==> config.mk <==
export PLATFORM = sky130hd
export DESIGN_NAME = entity_line_scanner
export DESIGN_NICKNAME = d
export VERILOG_FILES = /design/src/rtl/entity_line_scanner.sv
export SDC_FILE = /design/constraint.sdc
export NUM_CORES = 1
export LEC_CHECK = 0
export BUFFER_PORTS_ARGS = -buffer_cell sky130_fd_sc_hd__buf_2
export CORE_ASPECT_RATIO = 1.2
export CORE_MARGIN = 2
export CORE_UTILIZATION = 40
export DETAILED_ROUTE_END_ITERATION = 10
export SLEW_MARGIN = 0
export SYNTH_ARGS = -nofsm -noshare
export SYNTH_HDL_FRONTEND = slang
export SYNTH_SLANG_ARGS = --single-unit
==> constraint.sdc <==
create_clock -name clk -period 3.1 [get_ports clk]
set_input_delay 0.155 -clock clk [delete_from_list [all_inputs] [get_ports clk]]
set_output_delay 0.155 -clock clk [all_outputs]
set_load 0.01 [all_outputs]
==> src/rtl/entity_line_scanner.sv <==
// entity_line_scanner: per-scanline scheduler for the entity table.
// On line_start it walks table entries 0..N-1 (one-cycle registered read),
// keeps those whose vertical extent covers the latched line, and streams
// them to the sprite compositor over a valid/ready handshake.
module entity_line_scanner #(
  parameter int ENT_H    = 48,
  parameter int MAX_HITS = 16
) (
  input  logic        clk,
  input  logic        rst,
  input  logic        line_start,
  input  logic [8:0]  line_y,
  input  logic [7:0]  entities_number,
  output logic [7:0]  address_read_ent,
  input  logic [20:0] data_read_ent,
  output logic        hit_valid,
  input  logic        hit_ready,
  output logic [2:0]  hit_type,
  output logic [8:0]  hit_col,
  output logic [5:0]  hit_dy,
  output logic [7:0]  hit_count,
  output logic        overflow,
  output logic        busy,
  output logic        done
);

  typedef enum logic [1:0] {IDLE, READ, EVAL, DRAIN} state_t;

  state_t      state;
  state_t      next_state;

  logic [7:0]  idx;
  logic [7:0]  num_lat;
  logic [8:0]  y_lat;

  logic [2:0]  ent_type;
  logic [8:0]  ent_row;
  logic [8:0]  ent_col;
  logic [9:0]  row_end;
  logic        is_hit;
  logic        slot_free;
  logic        count_full;
  logic        last_entry;

  logic        start_scan;
  logic        load_hit;
  logic        drop_hit;
  logic        advance;
  logic        finish;

  assign ent_type   = data_read_ent[20:18];
  assign ent_row    = data_read_ent[17:9];
  assign ent_col    = data_read_ent[8:0];
  // Row end is formed at 10 bits so rows near the bottom cannot wrap.
  assign row_end    = {1'b0, ent_row} + 10'(ENT_H);
  assign is_hit     = (ent_type != 3'd7) && (ent_row <= y_lat) &&
                      ({1'b0, y_lat} < row_end);
  assign slot_free  = !hit_valid || hit_ready;
  assign count_full = (hit_count >= 8'(MAX_HITS));
  assign last_entry = ((idx + 8'd1) == num_lat);
  assign busy       = (state != IDLE) || done;

  // State register.
  always_ff @(posedge clk or posedge rst) begin
    if (rst) begin
      state <= IDLE;
    end else begin
      state <= next_state;
    end
  end

  // Next-state decode and per-cycle datapath controls.
  always_comb begin
    next_state = state;
    start_scan = 1'b0;
    load_hit   = 1'b0;
    drop_hit   = 1'b0;
    advance    = 1'b0;
    finish     = 1'b0;
    case (state)
      IDLE: begin
        if (line_start) begin
          start_scan = 1'b1;
          next_state = (entities_number == 8'd0) ? DRAIN : READ;
        end
      end
      READ: begin
        next_state = EVAL;
      end
      EVAL: begin
        if (is_hit && count_full) begin
          drop_hit = 1'b1;
          advance  = 1'b1;
        end else if (is_hit && slot_free) begin
          load_hit = 1'b1;
          advance  = 1'b1;
        end else if (!is_hit) begin
          advance  = 1'b1;
        end
        if (advance) begin
          next_state = last_entry ? DRAIN : READ;
        end
      end
      DRAIN: begin
        if (slot_free) begin
          finish     = 1'b1;
          next_state = IDLE;
        end
      end
      default: next_state = IDLE;
    endcase
  end

  // Scan context, table address, hit output register and status flags.
  always_ff @(posedge clk or posedge rst) begin
    if (rst) begin
      idx              <= 8'd0;
      num_lat          <= 8'd0;
      y_lat            <= 9'd0;
      address_read_ent <= 8'd0;
      hit_valid        <= 1'b0;
      hit_type         <= 3'd0;
      hit_col          <= 9'd0;
      hit_dy           <= 6'd0;
      hit_count        <= 8'd0;
      overflow         <= 1'b0;
      done             <= 1'b0;
    end else begin
      done <= finish;
      if (start_scan) begin
        y_lat            <= line_y;
        num_lat          <= entities_number;
        idx              <= 8'd0;
        address_read_ent <= 8'd0;
        hit_count        <= 8'd0;
        overflow         <= 1'b0;
      end
      if (advance) begin
        idx <= idx + 8'd1;
        if (!last_entry) begin
          address_read_ent <= idx + 8'd1;
        end
      end
      if (load_hit) begin
        hit_valid <= 1'b1;
        hit_type  <= ent_type;
        hit_col   <= ent_col;
        hit_dy    <= 6'(y_lat - ent_row);
        hit_count <= hit_count + 8'd1;
      end else if (hit_ready) begin
        hit_valid <= 1'b0;
      end
      if (drop_hit) begin
        overflow <= 1'b1;
      end
    end
  end

endmodule

# Word level (Yosys, flattened, before mapping)
# Index checks and enable logic that the tools add are counted.
word_totals:
  ff_bits: 64
  out_inout_bits: 38
  wordCells: 72
op_classes:
  magnitude_cmp: 3
  reduce_logical: 15
  muxes: 30
  eq_ne: 8
  add_sub_neg: 4
ops:
  columns: ["cell", "count"]
  rows:
  - ["8-bit two-way mux", 6]
  - ["1-bit two-way mux", 18]
  - ["8-bit by 1-bit adder with 8-bit output, second input constant", 2]
  - ["9-bit by 6-bit adder with 10-bit output, second input constant", 1]
  - ["9-bit by 10-bit less-than comparator with 1-bit output", 1]
  - ["2-bit two-way mux", 5]
  - ["2-bit nonzero test", 5]
  - ["9-bit <= comparator", 1]
  - ["8-bit == test", 1]
  - ["8-bit by 5-bit >= comparator with 1-bit output, second input constant", 1]
  - ["8-bit logical NOT", 1]
  - ["2-bit case mux with 4 select lines", 1]
  - ["2-bit != test, second input constant", 3]
  - ["6-bit subtractor", 1]
  - ["2-bit == test, second input constant", 2]
  - ["1-bit logical AND", 4]
  - ["3-bit != test, second input constant", 1]
  - ["3-bit AND reduction", 1]
  - ["2-bit by 1-bit == test with 1-bit output, second input constant", 1]
  - ["2-bit logical NOT", 1]
  - ["1-bit logical OR", 2]
  - ["1-bit logical NOT", 1]

# Longest topological paths before layout
# Gate-level depths: netlist of the first run.
depth:
  depth_word: 9
  mapped_depth: 12

# Worst setup path before layout of the first run
# Ideal clock, no wire load.
synth_timing:
  path_type: "reg2reg"
  startpoint: "reg y_lat[0]"
  endpoint: "reg address_read_ent[0]"
  period_less_slack_ns: 2.381
  required_time_ns: 3.021
  setup_slack_ns: 0.719
  path_stages_with_launch: 12
  arrival_ns: 2.302
  setup_ns: 0.079
  path_cell_list: "dfrtp_1 -> inv_1 -> ha_1 -> fa_1 -> nor2b_1 -> o21ai_1 -> o311a_1 -> o21ai_2 -> o31a_1 -> o21a_1 -> buf_6 -> mux2i_1"
synth_between:
  elab_chain_len: 9
synth_lines:
  columns: ["item", "line_no", "rtl"]
  rows:
  - ["from (decl)", "34", "logic [8:0] y_lat;"]
  - ["from (signal assigned)", "131", "y_lat <= line_y;"]
  - ["9-bit <= comparator", "56", "assign is_hit = (ent_type != 3'd7) && (ent_row <= y_lat) &&"]
  - ["1-bit logical AND", "56", null]
  - ["1-bit logical AND (*)", "56", null]
  - ["1-bit two-way mux / 1-bit logical AND (equally long branches)", "97, 94", null]
  - ["1-bit two-way mux", "94", "end else if (is_hit && slot_free) begin"]
  - ["1-bit two-way mux (*)", "91", "if (is_hit && count_full) begin"]
  - ["1-bit two-way mux (*) (2 in a row)", "80", "case (state)"]
  - ["8-bit two-way mux (*)", "138", "if (advance) begin"]
  - ["to (signal assigned)", "141", "address_read_ent <= idx + 8'd1;"]
  - ["to (decl)", "14", "output logic [7:0] address_read_ent,"]
# Mark *: on every way between the ends. The rest lies on a longest branch, timed or not. The select of a mux whose other input is x is not followed.
# A chain may end at the register's enable or synchronous reset.

# Worst setup path after layout of the first run
layout_timing:
  startpoint: "reg y_lat[0]"
  endpoint: "reg address_read_ent[6]"
# The elaborated chain is that of the path after synthesis.

==> flow_summary.ini, run 1 <==
[outcome]
status = completed

[floorplan]
ios = 80
die_w_um = 89.1
rows = 37
dieArea_mm2 = 0.00946
core-area_mm2 = 0.00852
start_util = 0.408
die_h_um = 106

[synth]
synth_top_cell_by_area = dfrtp_1
synthCells = 318
yosysWarnings = 0
synth_area_leaders = dfrtp_1 46%, mux2_2 11%, ha_1 8.3%
ys_async_sr_fraction = 1.00
yosys_register_bits = 64
synth.distinct_cells = 48
synth_area_per_cell_um2 = 10.9
yosysSeqAreaShare = 0.460
synth-simple-area-share = 0.141
synth_top_family_by_area = simple AND/OR/NAND/NOR gates
synth-compound-area-share = 0.0917
ys.flop_type = dfrtp_1
post_synth_xor_area_fraction = 0.0478
synthAdderAreaFrac = 0.0885
synth_edf_count = 0
syn-num-nets = 384
yosysTopAreaCellShare = 0.460
synth_mux_area_frac = 0.130
netlist_area_mm2 = 0.00348

[cts]
cts_sinks = 64
h-tree-depth = 3
post-cts-setup-buffers = 0
cts_max_path_buffers = 2
path_clk_slew_ns = 0.08
cts_hold_buf = 1
numCtsBuffers = 9
ctsResizeCount = 0
cts-root-buf = clkbuf_8
cts_tree = built
clock_latency_ns = 0.34

[cells_and_area]
layout-drive-gt1-share = 0.342
area_growth_pct = 21.6
seqCellArea_mm2 = 0.00160
multi_input_area_mm2 = 0.00174
fillers = 841
antenna_cells = 0
fin_nets = 470

[sta]
max_freq_mhz = 353
setup_viol = 0
maxSlewHeadroom = 0.652
holdWs_ns = 0.0386
period_needed_ns = 2.84
rsz0062_at_grt = false
setup_tns_ns = 0
final_hold_viol_count = 0
clock_skew_ns = 0.0127
period_share = 0.915
worst_pin_slew_ns = 0.522
maxSlewViolCount = 0

[global_routing]
antenna_found_initial = 0
grt_use_total = 0.166
grt-ovfl-total = 0
grt_max_degree = 43
grt_pass1_vias = 2555
grt_first_pass_wirelength_um = 12000

[run]
cap_violations = 0

[drt]
ant_nets = 0
routed_via_density = 4.92
drtIter0Drc = 97
drt_pass1_iterations = 4
drcViolationCount = 0
num_vias = 2586
wl_um = 7310
wl_per_cell_um = 13.9

[critical_path]
cp_num_buf_inv = 1
cp.arrival_ns = 3.10
slowest_delay_ns = 0.44
critPathKind = flop to flop
end_kind = flop
cp_slowest_cell = o21a_1
cp.required_ns = 3.36
cp-start-kind = flop
critPathTopFamily = compound AO/OA/AOI/OAI gates
cp_max_fo = 8
cp_cell_sequence = inv_1 > ha_1 > fa_1 > nor2b_1 > o21ai_1 > o311a_1 > o21ai_2 > o31a_1 > o21a_1 > mux2i_1

[worst_hold_path]
hp-class = input port to flop

[power_and_ir_drop]
p_seq_frac = 0.390
comb_power_share = 0.413
p_per_area_mw_per_mm2 = 871
ir_drop_v = 0.000415
power.leakage_nw = 2.04
switching_share = 0.366
switchingPower_mw = 1.35
p_clk_frac = 0.197
internal-power_mw = 2.33

[placement]
globalplace.congestion = 0.839
io_buffers = 79
dp_hpwl_um = 5480
routing by layer:
| layer | wire length (um) | GRT usage | vias up |
|---|---|---|---|
| met2 | 3760 | 0.280 | 58 |
| li1 | - | - | 1278 |
| met5 | 0 | 0 | - |
| met1 | 3100 | 0.201 | 1242 |
| met4 | 114 | 0.0608 | 0 |
| met3 | 338 | 0.0396 | 8 |
flip-flops by register name, indices dropped and copies added (netlist names):
name,cells
hit_col,9
y_lat,9
num_lat,8
hit_valid,1
hit_count,8
address_read_ent,8
hit_type,3
state,2
idx,8
done,1
overflow,1
hit_dy,6
power by group through the flow:
| stage | Sequential [mW] | Combinational, mW | Clock (mW) |
|---|---|---|---|
| 2_1_floorplan | 1.49 | 1.00 | 0 |
| 3_3_place_gp | 1.44 | 1.50 | 0 |
| 3_5_place_dp | 1.46 | 1.53 | 0 |
| 4_1_cts | 1.44 | 1.55 | 0.753 |
| 5_1_grt | 1.49 | 1.70 | 0.779 |
| 6_report | 1.44 | 1.52 | 0.726 |
cells by family after synthesis:
| group | after synthesis |
|---|---|
| AO/OA/AOI/OAI | 45 |
| XOR/XNOR | 19 |
| adder cells (fa/ha/maj) | 24 |
| buffers and inverters | 33 |
| flip-flops | 64 |
| multiplexers | 41 |
| AND/OR/NAND/NOR | 92 |
cells in the final DEF, fill, tap and decap left out, drive strengths merged, types with 2 or more instances in the layout:
| master | Yosys | final |
|---|---|---|
| clkbuf | 3 | 13 |
| a31oi | 2 | 2 |
| o21ai | 19 | 19 |
| nand3b | 5 | 5 |
| xnor2 | 9 | 9 |
| xor2 | 10 | 10 |
| clkinv | 0 | 2 |
| mux2 | 33 | 33 |
| mux2i | 8 | 8 |
| o21a | 2 | 2 |
| a32o | 2 | 2 |
| ha | 23 | 23 |
| and3 | 4 | 4 |
| nand2b | 4 | 4 |
| nor2 | 12 | 12 |
| nand4 | 4 | 4 |
| dfrtp | 64 | 64 |
| nor2b | 10 | 10 |
| nand3 | 15 | 15 |
| nor3 | 2 | 2 |
| a21o | 2 | 2 |
| nor4 | 3 | 3 |
| buf | 6 | 83 |
| inv | 24 | 24 |
| and2 | 5 | 5 |
| a21oi | 10 | 10 |
| nand2 | 23 | 23 |
Yosys cell counts, drive strengths merged (9+ instances only):
master	count
a21oi	10
dfrtp	64
ha	23
inv	24
mux2	33
nand2	23
nand3	15
nor2	12
nor2b	10
o21ai	19
xnor2	9
xor2	10
final timing paths:
check	slack (ns)	end	depth (start not counted)	start
worst max register to register	0.26	address_read_ent[6]	10	y_lat[0]
worst max-delay path	0.26	address_read_ent[6]	10	y_lat[0]
max in group asynchronous	1.79	num_lat[6]	4	rst
worst min-delay path	0.04	y_lat[4]	2	line_y[4]
min in group asynchronous	0.39	hit_dy[3]	3	rst
worst min register to register	0.51	hit_col[5]	1	hit_col[5]
stage by stage:
step,cell area [um^2],std cells,total power [mW],worst slack (ns),util
floorplan,3480,318,2.49,0.719,-
global placement,4020,509,2.94,0.319,0.472
detailed placement,4020,509,2.99,0.272,0.472
CTS,4230,526,3.74,0.240,0.496
global route,4230,526,3.97,0.0568,0.496
finish,4230,526,3.68,0.263,0.496
layout make-up:
type                            count  area share
Multi-Input combinational cell    221       0.412
Timing Repair Buffer               84       0.106
Clock inverter                      3     0.00947
Clock buffer                       13      0.0376
Sequential cell                    64       0.379
Tap cell                          117      0.0346
Inverter                           24      0.0213
No activity file was read; power rests on OpenSTA's default activity.
==> inputs of run 2 (changes only) <==
RECOVER_POWER = 50   (was default)
==> flow_summary.ini, run 2 (synthesis results as in run 1) <==
[sta]
max_freq_mhz = 352
setup_viol = 0
period_share = 0.916
worst_pin_slew_ns = 1.03
clock_skew_ns = 0.0124
maxSlewViolCount = 0
rsz0062_at_grt = false
setup_tns_ns = 0
maxSlewHeadroom = 0.314
period_needed_ns = 2.84
final_hold_viol_count = 0

[critical_path]
cp-start-kind = flop
cp.required_ns = 3.36
cp_max_fo = 8
critPathKind = flop to flop
end_kind = flop
cp.arrival_ns = 3.10

[cells_and_area]
layout_commonest_cell = dfrtp_1
postLayoutCellArea_mm2 = 0.00418
reg_top3 = hit_col x9, y_lat x9
fin_nets = 470
antenna_cells = 0
layout-drive-gt1-share = 0.249
most-common-layout-cells = 64 x dfrtp_1, 42 x buf_2, 39 x clkbuf_1
area_growth_pct = 20.2

[global_routing]
grt_max_degree = 43
antenna_found_initial = 0
grt_use_total = 0.166
grt_first_pass_wirelength_um = 12000
grt-ovfl-total = 0
grt_pass1_vias = 2555

[drt]
ant_nets = 0
drt_pass1_iterations = 4
routed_via_density = 4.93
wl_um = 7330
drtIter0Drc = 93
drcViolationCount = 0
num_vias = 2592
wl_per_cell_um = 13.9

[floorplan]
ios = 80
die_h_um = 106
dieArea_mm2 = 0.00946
core-area_mm2 = 0.00852
rows = 37
start_util = 0.408
die_w_um = 89.1

[cts]
h-tree-depth = 3
clock_latency_ns = 0.34
cts_sinks = 64
numCtsBuffers = 9
cts_max_path_buffers = 2
ctsResizeCount = 0
cts_tree = built
path_clk_slew_ns = 0.07
cts-root-buf = clkbuf_8

[placement]
placed_area_mm2 = 0.00402
io_buffers = 79
dp_hpwl_um = 5480
globalplace.congestion = 0.839

[power_and_ir_drop]
ir_drop_v = 0.000407
comb_power_share = 0.404
p_clk_frac = 0.199
p_per_area_mw_per_mm2 = 870
switchingPower_mw = 1.35
p_seq_frac = 0.396
switching_share = 0.372
internal-power_mw = 2.28
power.leakage_nw = 1.92

[outcome]
status = completed

[run]
cap_violations = 0

[worst_hold_path]
hp-class = input port to flop
run 2: cell type report:
cell class              count  area (um^2)
clock buffers              13          159
clock inverters             3         40.0
flip-flops and latches     64         1600
inverters                  24         90.1
well taps                 117          146
repair buffers             84          399
multi-input cells         221         1740
fillers                   835         4340
run 2: power by group through the flow:
stage	clock network (mW)	logic, mW	registers (mW)
finish	0.725	1.47	1.44
global route	0.779	1.65	1.50
CTS	0.753	1.55	1.44
detailed placement	0	1.53	1.46
global placement	0	1.50	1.44
floorplan	0	1.00	1.49
run 2: timing repair:
item / in CTS / in global routing
setup buffers: 0 / 0
endpoints found under the hold margin: 22 / 0
hold buffers: 1 / 0
run 2: critical path, cell delays in order, from the launching register on:
cell	delay (ns)
dfrtp_1	0.37
inv_1	0.05
ha_1	0.21
fa_1	0.40
nor2b_1	0.13
o21ai_1	0.08
o311a_1	0.31
o21ai_2	0.29
o31a_1	0.25
o21a_1	0.44
mux2i_1	0.23
run 2: worst paths after layout:
kind / start / to / slack, ns / depth (start not counted)
max reg2reg: y_lat[0] / address_read_ent[6] / 0.26 / 10
min in group asynchronous: rst / hit_dy[3] / 0.56 / 3
min reg2reg: hit_col[5] / hit_col[5] / 0.51 / 1
min: line_y[4] / y_lat[4] / 0.04 / 2
max in group asynchronous: rst / num_lat[6] / 1.01 / 4
max: y_lat[0] / address_read_ent[6] / 0.26 / 10
run 2: per-layer routing:
metal,share of wire,wire (um),vias to the layer above,global-route usage
met5,0,0,-,0
met4,0.016,115,0,0.0608
met3,0.042,310,8,0.0396
met2,0.52,3780,55,0.280
met1,0.43,3130,1254,0.201
li1,-,-,1275,-
run 2: stage by stage:
step / setup slack, ns / util / cells / hold slack, ns / power (mW)
2_1_floorplan: 0.719 / - / 318 / 0.306 / 2.49
5_1_grt: 0.0568 / 0.491 / 526 / 0.0254 / 3.93
3_3_place_gp: 0.319 / 0.472 / 509 / 0.229 / 2.94
6_report: 0.261 / 0.491 / 526 / 0.0411 / 3.64
3_5_place_dp: 0.272 / 0.472 / 509 / 0.231 / 2.99
4_1_cts: 0.240 / 0.496 / 526 / 0.0275 / 3.74
